==> src/rtl/vend_change_dispenser.sv <==
// vend_change_dispenser
// Pays out change from the balance handed over by the vending core. A one-cycle
// req latches 'amount'. The FSM then ejects 10-coins while the balance allows
// and stock lasts, then 5-coins, one timed solenoid pulse at a time. It stops
// when no further coin fits or stock runs out, and flags 'short' if any balance
// is left unpaid.
//
// Handshake: req and inv_load are sampled only in IDLE while ena=1. In any
// other state they are dropped, with no queuing. done is a one-cycle pulse that
// marks completion. short and remaining stay valid until the next accepted req.
//
// Ports:
//   clk, rst_n          clock, asynchronous active-low reset
//   ena                 clock enable; 0 freezes every register
//   req, amount[6:0]    payout request and value (0..127)
//   inv_load            loads inv5_in/inv10_in into the coin counters (IDLE only)
//   eject5, eject10     solenoid drives, never high together
//   busy                high outside IDLE
//   done                one-cycle completion pulse
//   short               last payout left a nonzero remainder
//   remaining[6:0]      unpaid balance
//   inv5_cnt, inv10_cnt current coin stock
//   state_dbg[2:0]      current FSM state, for checkers
module vend_change_dispenser #(
  parameter int HOLD_CYCLES = 4,
  parameter int GAP_CYCLES  = 2,
  parameter int INV_W       = 8
) (
  input  logic             clk,
  input  logic             rst_n,
  input  logic             ena,
  input  logic             req,
  input  logic [6:0]       amount,
  input  logic             inv_load,
  input  logic [INV_W-1:0] inv5_in,
  input  logic [INV_W-1:0] inv10_in,
  output logic             eject5,
  output logic             eject10,
  output logic             busy,
  output logic             done,
  output logic             short,
  output logic [6:0]       remaining,
  output logic [INV_W-1:0] inv5_cnt,
  output logic [INV_W-1:0] inv10_cnt,
  output logic [2:0]       state_dbg
);

  localparam logic [2:0] S_IDLE  = 3'd0;
  localparam logic [2:0] S_CHECK = 3'd1;
  localparam logic [2:0] S_PULSE = 3'd2;
  localparam logic [2:0] S_GAP   = 3'd3;
  localparam logic [2:0] S_DONE  = 3'd4;

  // One down-counter serves both the pulse and the gap phase.
  localparam int MAX_CNT = (HOLD_CYCLES > GAP_CYCLES) ? HOLD_CYCLES : GAP_CYCLES;
  localparam int CNT_W   = (MAX_CNT > 1) ? $clog2(MAX_CNT) : 1;

  logic [2:0]       state;
  logic [CNT_W-1:0] cnt;

  assign busy      = (state != S_IDLE);
  assign state_dbg = state;

  always_ff @(posedge clk or negedge rst_n) begin
    if (!rst_n) begin
      state     <= S_IDLE;
      cnt       <= '0;
      eject5    <= 1'b0;
      eject10   <= 1'b0;
      done      <= 1'b0;
      short     <= 1'b0;
      remaining <= '0;
      inv5_cnt  <= '0;
      inv10_cnt <= '0;
    end else if (ena) begin
      done <= 1'b0;
      case (state)
        S_IDLE: begin
          // A load in the same cycle as req lands first, so CHECK sees the new stock.
          if (inv_load) begin
            inv5_cnt  <= inv5_in;
            inv10_cnt <= inv10_in;
          end
          if (req) begin
            remaining <= amount;
            short     <= 1'b0;
            state     <= S_CHECK;
          end
        end
        S_CHECK: begin
          // Largest coin first. A nonzero count is required, so the counters cannot underflow.
          if (remaining >= 7'd10 && inv10_cnt != '0) begin
            remaining <= remaining - 7'd10;
            inv10_cnt <= inv10_cnt - INV_W'(1);
            eject10   <= 1'b1;
            cnt       <= CNT_W'(HOLD_CYCLES - 1);
            state     <= S_PULSE;
          end else if (remaining >= 7'd5 && inv5_cnt != '0) begin
            remaining <= remaining - 7'd5;
            inv5_cnt  <= inv5_cnt - INV_W'(1);
            eject5    <= 1'b1;
            cnt       <= CNT_W'(HOLD_CYCLES - 1);
            state     <= S_PULSE;
          end else begin
            done  <= 1'b1;
            short <= (remaining != 7'd0);
            state <= S_DONE;
          end
        end
        S_PULSE: begin
          if (cnt == '0) begin
            eject5  <= 1'b0;
            eject10 <= 1'b0;
            cnt     <= CNT_W'(GAP_CYCLES - 1);
            state   <= S_GAP;
          end else begin
            cnt <= cnt - CNT_W'(1);
          end
        end
        S_GAP: begin
          if (cnt == '0) begin
            state <= S_CHECK;
          end else begin
            cnt <= cnt - CNT_W'(1);
          end
        end
        S_DONE: begin
          state <= S_IDLE;
        end
        default: begin
          state   <= S_IDLE;
          eject5  <= 1'b0;
          eject10 <= 1'b0;
        end
      endcase
    end
  end

endmodule

==> config.mk <==
export PLATFORM = sky130hd
export DESIGN_NAME = vend_change_dispenser
export DESIGN_NICKNAME = d
export VERILOG_FILES = /design/src/rtl/vend_change_dispenser.sv
export SDC_FILE = /design/constraint.sdc
export NUM_CORES = 1
export LEC_CHECK = 0
export BUFFER_PORTS_ARGS = -buffer_cell sky130_fd_sc_hd__buf_2
export CAP_MARGIN = 15
export CORE_UTILIZATION = 48
export DETAILED_ROUTE_END_ITERATION = 7
export PLACE_DENSITY_LB_ADDON = 0.1
export SYNTH_ARGS = -nofsm -noshare
export SYNTH_HDL_FRONTEND = slang
export SYNTH_SLANG_ARGS = --single-unit
==> constraint.sdc <==
create_clock -name clk -period 2.2 [get_ports clk]
set_clock_uncertainty 0.05 [all_clocks]
set_input_delay 0.44 -clock clk [delete_from_list [all_inputs] [get_ports clk]]
set_output_delay 0.44 -clock clk [all_outputs]
set_load 0.02 [all_outputs]
; ---- Word-level counts from Yosys, hierarchy flattened
; Index checks and enable logic that the tools add are counted.
[classes]
n_lt_le_gt_ge = 2
n_addsub = 5
n_eq_ne = 14
bitwise = 1
n_reduce_logical = 19
muxes = 35
[op_table]
columns = operator, count
row1 = 8-bit two-way mux, 5
row2 = 8-bit case mux with 2 select lines, 2
row3 = 7-bit two-way mux, 3
row4 = 4-bit AND reduction, 5
row5 = "2-bit != test, second input constant", 9
row6 = 8-bit nonzero test, 2
row7 = "8-bit by 1-bit subtractor with 8-bit output, second input constant", 2
row8 = 3-bit two-way mux, 5
row9 = 5-bit AND reduction, 3
row10 = 7-bit case mux with 2 select lines, 1
row11 = 3-bit case mux with 4 select lines, 1
row12 = 1-bit two-way mux, 10
row13 = 2-bit two-way mux, 4
row14 = "7-bit by 3-bit >= comparator with 1-bit output, second input constant", 1
row15 = "7-bit by 4-bit >= comparator with 1-bit output, second input constant", 1
row16 = 7-bit nonzero test, 1
row17 = "7-bit by 3-bit subtractor with 7-bit output, second input constant", 1
row18 = "7-bit by 4-bit subtractor with 7-bit output, second input constant", 1
row19 = "3-bit by 2-bit == test with 1-bit output, second input constant", 2
row20 = 1-bit case mux with 3 select lines, 2
row21 = 2-bit case mux with 3 select lines, 1
row22 = 3-bit nonzero test, 2
row23 = "3-bit by 1-bit == test with 1-bit output, second input constant", 1
row24 = "3-bit == test, second input constant", 1
row25 = other kinds (9), 10
[word_totals]
out_inout_bits = 31
register_bits = 32
elab_cells = 85
input_bits = 28

; ---- Longest topological paths before layout
; Gate-level depths: netlist (run 1).
[logic_depth]
depth_word = 5
ltp_mapped = 9
depth_no_buf = 8

; ---- Worst setup path after synthesis (run 1)
; Ideal clock, no wire load.
[synth_timing]
path_kind = register -> register
from = register remaining[0]
to = register inv5_cnt[7]
slack_ns = -0.341
t_arrival_ns = 2.370
setup_ns = 0.121
n_path_buf = 0
t_required_ns = 2.029
synth_period_minus_slack_ns = 2.541
stages_incl_launch_ff = 9
path_cell_list = dfrtp_1 inv_1 ha_1 and3b_1 or4b_4 a211oi_2 nand4_1 o22a_1 o22a_1
[synth_via]
elab_chain_cells = 4
elab_cells_between_ends = 7
cone_classes = order compare: 2 / eq/ne: 2 / reduce/logical: 3
[synth_lines]
columns = element, line_no
row1 = from (decl), 42  ; output logic [6:0] remaining,
row2 = from (signal assigned), 85  ; remaining <= amount;
row3 = from (signal assigned), 93  ; remaining <= remaining - 7'd10;
row4 = from (signal assigned), 99  ; remaining <= remaining - 7'd5;
row5 = 7-bit by 3-bit >= comparator with 1-bit output / 7-bit by 4-bit >= comparator with 1-bit output (equally long branches), "98, 92"
row6 = 1-bit logical AND (on tied branches), "98, 92"
row7 = 2-bit != test (no source line), --
row8 = 5-bit AND reduction (no source line) *, --
row9 = to (signal assigned), 81  ; inv5_cnt <= inv5_in;
row10 = to (signal assigned), 100  ; inv5_cnt <= inv5_cnt - INV_W'(1);
row11 = to (decl), 43  ; output logic [INV_W-1:0] inv5_cnt,
; Mark *: on every way between the ends. The rest lies on a longest branch, timed or not.
; A chain may end at the register's enable or synchronous reset.

; ---- Worst setup path in the final report (run 1)
[layout_timing]
from = register remaining[1]
to = register inv5_cnt[5]
; The elaborated chain is that of the path after synthesis.

==> flow_summary.toml, run 1 <==
[run_status]
outcome = "complete, but fails checks"
violations = "negative setup slack"

[grt]
grt_pass1_vias = 2253
track_usage_pct = 27.2
antenna_found_initial = 0
overflow = 0
grt_max_degree = 36
grt_pass1_wl_um = 10500

[timing]
setup_viol = 8
fin_crit_sh_pct = 106
hold_slack_ps = 180
tightest_slew_ps = 812
min_period_ps = 2340
slew_viol_final = 0
slew_headroom_pct = 45.6
fmax_mhz = 427
timing.final.ws_setup_ps = -143
rsz0062_at_grt = "true"
finalHoldViolCount = 0

[setup_path]
worst_ep_arrival_time_ps = 2470
crit_chain = "ha_2 > and3b_1 > or4b_4 > a211oi_4 > buf_4 > nand3_2 > o22a_1 > o22a_1"
critPathMaxStageDelay_ps = 530
path_class = "reg2reg"
path_common_cell = "o22a_1"
crit_buf_inv = 1
crit_family = "simple AND/OR/NAND/NOR gates"
cp_max_fo = 4
end_kind = "flip-flop"
crit_slowest_cell = "or4b_4"
startpoint_type = "flip-flop"
critPathRequiredTime_ps = 2330

[pwr]
power_density_nw_per_um2 = 1510
p_clk_share_pct = 10.2
pwr-share-seq_pct = 23.9
p_switching_mw = 2.28
p_comb_share_pct = 66.0
leakage_nw = 1.44
finalPower_mw = 4.79
vdd_drop_max_v = 0.000734
p_int_mw = 2.51
swShare_pct = 47.5

[logic_synthesis]
synth_cell_types = 52
syn_area_um2 = 2190
synth_edf_count = 0
syn_inst = 262
syn-num-nets = 301
avgSynthCellArea_um2 = 8.36
synthFlopType = "dfrtp_1"
ys_ff_latch = 32
synthArstFlopShare_pct = 100
yosysWarnings = 0
seq_area_frac_synth_pct = 36.6

[route]
via_per_inst = 5.79
vias = 2421
first_pass_iters = 4
remaining_drc_errors = 0
drt-wirelength-per-cell_um = 15.5
ant_nets = 0
drt_wl_total_um = 6480
drt_iter0_drc = 173

[floorplanning]
rows = 24
die_w_um = 69.5
die_h_um = 69.5
die-area_um2 = 4840
core_area_um2 = 4380
io_pins = 59
start_util_pct = 49.9

[place]
dp_hpwl_um = 4480
pre_cts_ws_ps = -82.8
place.gp.congestion = 0.879
io_buffers = 58

[clock_network]
hold_buffers = 0
root_buffer = "clkbuf_8"
tritoncts = "built"
path_clk_slew_ps = 70
htree_levels = 2
cts.sinks = 32
clockBufferDepth = 2
numCtsBuffers = 5
clk_latency_ps = 290

[worst_hold_path]
hold_class = "in2async"

[layout]
drive_gt1_share_pct = 43.7
area_growth_pct = 44.5
final_util_pct = 72.1
seq_area_um2 = 808
n_fill_cell = 359
antenna_cells = 0
nets = 404
multi_input_area_um2 = 1460

[flow_run]
maxCapViolCount = 0
==> final timing paths <==
kind / start / end / slack [ps] / depth (start not counted)
min in group clk: inv5_in[4] / inv5_cnt[4] / 370 / 3
max reg2reg: remaining[1] / inv5_cnt[5] / -140 / 8
max: remaining[1] / inv5_cnt[5] / -140 / 8
min: rst_n / remaining[2] / 180 / 1
min reg2reg: done / done / 480 / 2
max in group asynchronous: rst_n / inv5_cnt[3] / 1370 / 1
==> metal layers <==
metal,vias up,global-route usage [%],share of wire (%)
met5,-,0,0
met4,0,8.62,1.4
met3,12,4.65,4.2
met2,75,42.9,49
met1,1161,38.0,45
li1,1173,-,-
==> worst register-to-register path: cells and delay by family (launching register included) <==
family | cells | cell delay [ps]
and+or+nand+nor | 3 | 820
buffers and inverters | 1 | 170
AOI/OAI and AO/OA | 3 | 610
DFF | 1 | 430
adders and majority gates | 1 | 170
==> power by group through the flow <==
| stage | clock, mW | sequential, mW | combinational (mW) |
|---|---|---|---|
| 6_report | 0.487 | 1.14 | 3.16 |
| 5_1_grt | 0.507 | 1.19 | 3.45 |
| 4_1_cts | 0.493 | 1.12 | 2.93 |
| 3_5_place_dp | 0 | 1.13 | 2.84 |
| 3_3_place_gp | 0 | 1.11 | 2.79 |
| 2_1_floorplan | 0 | 1.41 | 1.45 |
==> cells in the final DEF (no fill, tap or decap), types with 7 or more instances in the layout <==
| cell | instances |
|---|---|
| nand2_1 | 22 |
| ha_1 | 7 |
| o21ai_0 | 15 |
| buf_2 | 58 |
| dfrtp_1 | 26 |
| o22a_1 | 7 |
| buf_4 | 47 |
| a21oi_1 | 25 |
| nor2_1 | 28 |
| inv_1 | 9 |
==> sequential cells by signal, summed over array words and instances (netlist names) <==
name	count
cnt	2
done	1
eject10	1
eject5	1
inv10_cnt	8
inv5_cnt	8
remaining	7
short	1
state_dbg	3
==> layout make-up <==
cell class,count,area share (%)
repair buffers,109,21.8
well taps,52,2.06
clock buffers,8,2.85
flip-flops and latches,32,25.6
multi-input cells,204,46.2
inverters,13,1.54
==> cell usage after synthesis, types with 2 or more instances <==
cell type | count | area (um^2)
o21ai_0 | 17 | 85.1
a21o_1 | 3 | 22.5
mux2i_1 | 2 | 20.0
a211oi_1 | 5 | 37.5
nand3_1 | 7 | 35.0
a31oi_1 | 4 | 25.0
nor2_1 | 29 | 109
a22oi_1 | 4 | 30.0
o2bb2ai_1 | 2 | 17.5
o22a_1 | 7 | 61.3
dfrtp_1 | 32 | 801
or3_1 | 6 | 37.5
inv_1 | 13 | 48.8
a2bb2oi_1 | 2 | 17.5
nand2b_1 | 5 | 31.3
o211ai_1 | 4 | 30.0
buf_2 | 3 | 15.0
o22ai_1 | 3 | 18.8
nor3_1 | 6 | 30.0
nor4_1 | 4 | 25.0
nand2_1 | 23 | 86.3
nor2b_1 | 3 | 18.8
clkbuf_1 | 10 | 37.5
mux2_2 | 3 | 33.8
and3_1 | 2 | 12.5
ha_1 | 11 | 138
a21oi_1 | 27 | 135
==> stage by stage <==
step                      setup TNS [ps]  instances  cell area, um^2
after global placement              -135        402             2860
final                               -560        418             3160
after floorplan                     -334        262             2230
after CTS                           -431        412             3000
after detailed placement            -435        402             2860
after global routing               -1860        418             3160
==> cells by family (layout without fill, tap and decap cells) <==
kind of cell               after synthesis  count (layout)  share of synthesized area (%)
DFF                                     32              32                           36.6
AOI/OAI and AO/OA                       94              94                           28.7
adders and majority gates               11              11                           6.29
and+or+nand+nor                         94              94                           21.4
buffers and inverters                   26             130                           4.63
muxes                                    5               5                           2.46
==> repair_timing <==
action,4_1_cts,5_1_grt
buffers inserted,2,6
endpoints found under the hold margin,0,0
endpoints found under the setup margin,10,27
pin swaps,2,7
resized for setup,8,27
Note: power is estimated with default switching activity, not from simulation.
==> run 2: changes to the inputs <==
BUFFER_PORTS_ARGS = -buffer_cell sky130_fd_sc_hd__clkbuf_2   (was -buffer_cell sky130_fd_sc_hd__buf_2)
==> flow_summary.toml, run 2 (synthesized netlist as in run 1, its figures left out) <==
[place]
place.gp.congestion = 0.869
io_buffers = 58
dpl.cell_count = 405
placed_cell_area_um2 = 2880
dp_hpwl_um = 4450

[grt]
grt_max_degree = 36
overflow = 0
grt_pass1_wl_um = 10300
antenna_found_initial = 0
grt_pass1_vias = 2236
track_usage_pct = 26.0

[setup_path]
end_kind = "flip-flop"
critPathMaxStageDelay_ps = 520
startpoint_type = "flip-flop"
crit_slowest_cell = "or4b_4"
cp_max_fo = 4
worst_ep_arrival_time_ps = 2450
critPathRequiredTime_ps = 2320
crit_chain = "ha_4 > and3b_2 > or4b_4 > nand2_2 > and3_4 > a311o_1 > mux2_2"
path_class = "reg2reg"

[floorplanning]
rows = 24
die_h_um = 69.5
die-area_um2 = 4840
die_w_um = 69.5
core_area_um2 = 4380
start_util_pct = 49.9
io_pins = 59

[pwr]
leakage_nw = 1.42
vdd_drop_max_v = 0.000793
power_density_nw_per_um2 = 1510

[layout]
final_cells = 414
area_growth_pct = 41.5
final_cell_mix = "clkbuf_2 (58), buf_4 (46), nor2_1 (28), dfrtp_1 (26), a21oi_1 (23)"
final_util_pct = 70.7
layout.cells.most_common = "clkbuf_2"
n_fill_cell = 380
stdcell_area_um2 = 3100
reg_top3 = "inv10_cnt x8, inv5_cnt x8, remaining x7"
antenna_cells = 0
nets = 401
drive_gt1_share_pct = 43.1

[clock_network]
clk_latency_ps = 280
htree_levels = 2
tritoncts = "built"
hold_buffers = 0
path_clk_slew_ps = 70
numCtsBuffers = 5
root_buffer = "clkbuf_8"
cts.sinks = 32
clockBufferDepth = 2

[route]
first_pass_iters = 4
drt-wirelength-per-cell_um = 14.9
vias = 2401
drt_wl_total_um = 6170
via_per_inst = 5.80
remaining_drc_errors = 0
ant_nets = 0
drt_iter0_drc = 128

[timing]
slew_headroom_pct = 41.5
rsz0062_at_grt = "true"
finalHoldViolCount = 0
setup_tns_ps = -895
tightest_slew_ps = 873
hold_slack_ps = 76.6
slew_viol_final = 0
min_period_ps = 2330
timing.final.ws_setup_ps = -132
setup_viol = 15
fin_crit_sh_pct = 106
fmax_mhz = 429

[run_status]
violations = "negative setup slack"
outcome = "complete, but fails checks"

[worst_hold_path]
hold_class = "in2async"

[flow_run]
maxCapViolCount = 0
[run 2: worst paths after layout]
path                       slack, ps      endpoint  depth (start not counted)         start
max                             -130        cnt[1]                          7  remaining[1]
min                               80  remaining[2]                          1         rst_n
max reg2reg                     -130        cnt[1]                          7  remaining[1]
min reg2reg                      470         short                          1         short
max in group asynchronous       1420       eject10                          2         rst_n
min in group clk                 380  inv10_cnt[0]                          3   inv10_in[0]
[run 2: what timing repair did]
item	in CTS	in global routing
setup buffers	1	1
pin swaps	8	6
endpoints found under the setup margin	19	25
gates resized for setup	10	20
[run 2: area by class of cell]
cell class | count | area, um^2 | area share (%)
sequential | 32 | 808 | 26.1
timing repair buffer | 106 | 658 | 21.2
tap | 52 | 65.1 | 2.10
clock inverter | 1 | 5.00 | 0.161
clock buffer | 6 | 72.6 | 2.34
inverter | 13 | 48.8 | 1.57
multi-input combinational | 204 | 1440 | 46.5
[run 2: per-layer routing]
metal  part of all wire [%]  up-vias  track usage, %  wire length, um
met5                      0        -               0                0
met4                    1.1        0            5.44               65
met3                    4.0       10            4.22              246
met2                     47       62            41.9             2920
met1                     48     1161            36.9             2940
li1                       -     1168               -                -
[run 2: worst max-delay path: cells and delay by family, from the launching register on]
kind            cells  cell delay, ps
mux                 1             340
flops               1             450
simple gates        4            1070
fa+ha+maj           1             160
compound gates      1             140
[run 2: report_power, final]
group | total (mW) | switching [mW] | leakage (nW) | internal (mW)
registers | 1.13 | 0.279 | 0.372 | 0.855
clock network | 0.442 | 0.227 | 0.0410 | 0.215
logic | 3.12 | 1.73 | 1.01 | 1.39
[run 2: metrics by stage]
step,power (mW),setup slack [ps]
after global placement,3.94,-73.9
after global routing,5.06,-235
after floorplan,2.87,-82.4
final,4.69,-132
after CTS,4.52,-118
after detailed placement,3.99,-141
==> run 3: changes to the inputs <==
clock period = 1.9 ns   (was 2.2 ns; I/O delays follow)
==> flow_summary.toml, run 3 (synthesized netlist as in run 1, its figures left out) <==
[run_status]
outcome = "complete, but fails checks"
violations = "negative setup slack"

[floorplanning]
die_w_um = 69.5
rows = 24
io_pins = 59
core_area_um2 = 4380
start_util_pct = 49.9
die-area_um2 = 4840
die_h_um = 69.5

[timing]
fin_crit_sh_pct = 123
slew_viol_final = 0
setup_viol = 29
tightest_slew_ps = 571
min_period_ps = 2330
timing.final.ws_setup_ps = -431
slew_headroom_pct = 61.8
finalHoldViolCount = 0
rsz0062_at_grt = "true"
fmax_mhz = 429

[pwr]
p_comb_share_pct = 70.1
p_switching_mw = 2.73
p_int_mw = 3.28
swShare_pct = 45.4
vdd_drop_max_v = 0.000945
leakage_nw = 1.61
pwr-share-seq_pct = 20.0
p_clk_share_pct = 9.9
power_density_nw_per_um2 = 1750

[layout]
layout.cells.most_common = "buf_4"
drive_gt1_share_pct = 47.8
reg_top3 = "inv10_cnt x8, inv5_cnt x8, remaining x7"
final_cell_mix = "buf_4 (70), clkbuf_2 (57), nor2_1 (28), dfrtp_1 (24), a21oi_1 (23)"
area_growth_pct = 56.5
final_util_pct = 78.1
antenna_cells = 0
nets = 431

[route]
remaining_drc_errors = 0
via_per_inst = 5.57
vias = 2480
first_pass_iters = 4
drt_wl_total_um = 6590
drt_iter0_drc = 163
drt-wirelength-per-cell_um = 14.8
ant_nets = 0

[clock_network]
clockBufferDepth = 2
clk_latency_ps = 290
cts.sinks = 32
tritoncts = "built"
htree_levels = 2
path_clk_slew_ps = 70
root_buffer = "clkbuf_8"
numCtsBuffers = 5

[grt]
antenna_found_initial = 0
track_usage_pct = 28.3
grt_pass1_vias = 2399
overflow = 0
grt_max_degree = 36
grt_pass1_wl_um = 10900

[setup_path]
worst_ep_arrival_time_ps = 2460
endpoint = "inv5_cnt[5]"
regToRegEndpoint = "inv5_cnt[5]"
crit_path_start = "remaining[1]"
reg2reg_depth = 8
rrSetupSlack_ps = -430
critPathRequiredTime_ps = 2030
startpoint_type = "flip-flop"
cp_max_fo = 4
end_kind = "flip-flop"
rr_startpoint = "remaining[1]"
path_class = "reg2reg"

[flow_run]
maxCapViolCount = 0

[place]
io_buffers = 58
place.gp.congestion = 0.827
dp_hpwl_um = 4800
pre_cts_ws_ps = -477

[worst_hold_path]
hold_class = "in2reg"
-- run 3: per-stage QoR --
step / instance area, um^2 / total power [mW] / setup TNS (ps) / std cells / hold slack (ps)
CTS: 3340 / 5.85 / -6970 / 440 / 275
global placement: 3080 / 4.87 / -6950 / 428 / 295
floorplan: 2240 / 3.35 / -6300 / 262 / 34.4
global route: 3430 / 6.45 / -10050 / 445 / 317
detailed placement: 3080 / 4.97 / -8820 / 428 / 297
finish: 3430 / 6.01 / -7400 / 445 / 280
-- run 3: critical path, cell delays in order (launching register included) --
cell and delay [ps]:
dfrtp_2 420, ha_2 170, and3b_1 200, or4b_4 520
a211oi_4 300, buf_4 170, nand3_2 60, o22a_1 180
o22a_1 160
-- run 3: timing repair --
item                                   4_1_cts  5_1_grt
pin swaps                                    9        7
resized for setup                           24       13
setup endpoints to repair                   30       31
buffers inserted                             4        5
endpoints found under the hold margin       14        0
hold buffers                                 1        0
-- run 3: worst min-delay path by stage --
| stage | from | cells after the start | slack (ps) | end |
|---|---|---|---|---|
| CTS | inv10_in[0] | 3 | 280 | inv10_cnt[0] |
| global placement | rst_n | 1 | 300 | remaining[2] |
| floorplan | rst_n | 0 | 30 | cnt[0] |
| detailed placement | rst_n | 1 | 300 | remaining[2] |
| global route | inv10_in[0] | 3 | 320 | inv10_cnt[0] |
| finish | inv10_in[0] | 3 | 280 | inv10_cnt[0] |
-- run 3: routing by layer --
metal  global-route usage, %  up-vias  part of all wire, %
li1                        -     1224                    -
met1                    36.4     1169                   45
met2                    47.9       76                   49
met3                    5.38       11                  4.3
met4                    9.07        0                  1.4
met5                       0        -                    0
-- run 3: area by class of cell --
cell class	instances	area (um^2)
clock buffers	8	100
fillers	314	958
inverters	13	48.8
multi-input cells	204	1470
flip-flops and latches	32	811
well taps	52	65.1
repair buffers	136	928
-- run 3: power groups by stage --
stage          Combinational (mW)  Sequential (mW)  Clock (mW)
2_1_floorplan                1.71             1.64           0
3_3_place_gp                 3.68             1.19           0
3_5_place_dp                 3.76             1.21           0
4_1_cts                      4.04             1.20       0.613
5_1_grt                      4.58             1.23       0.636
6_report                     4.21             1.20       0.596
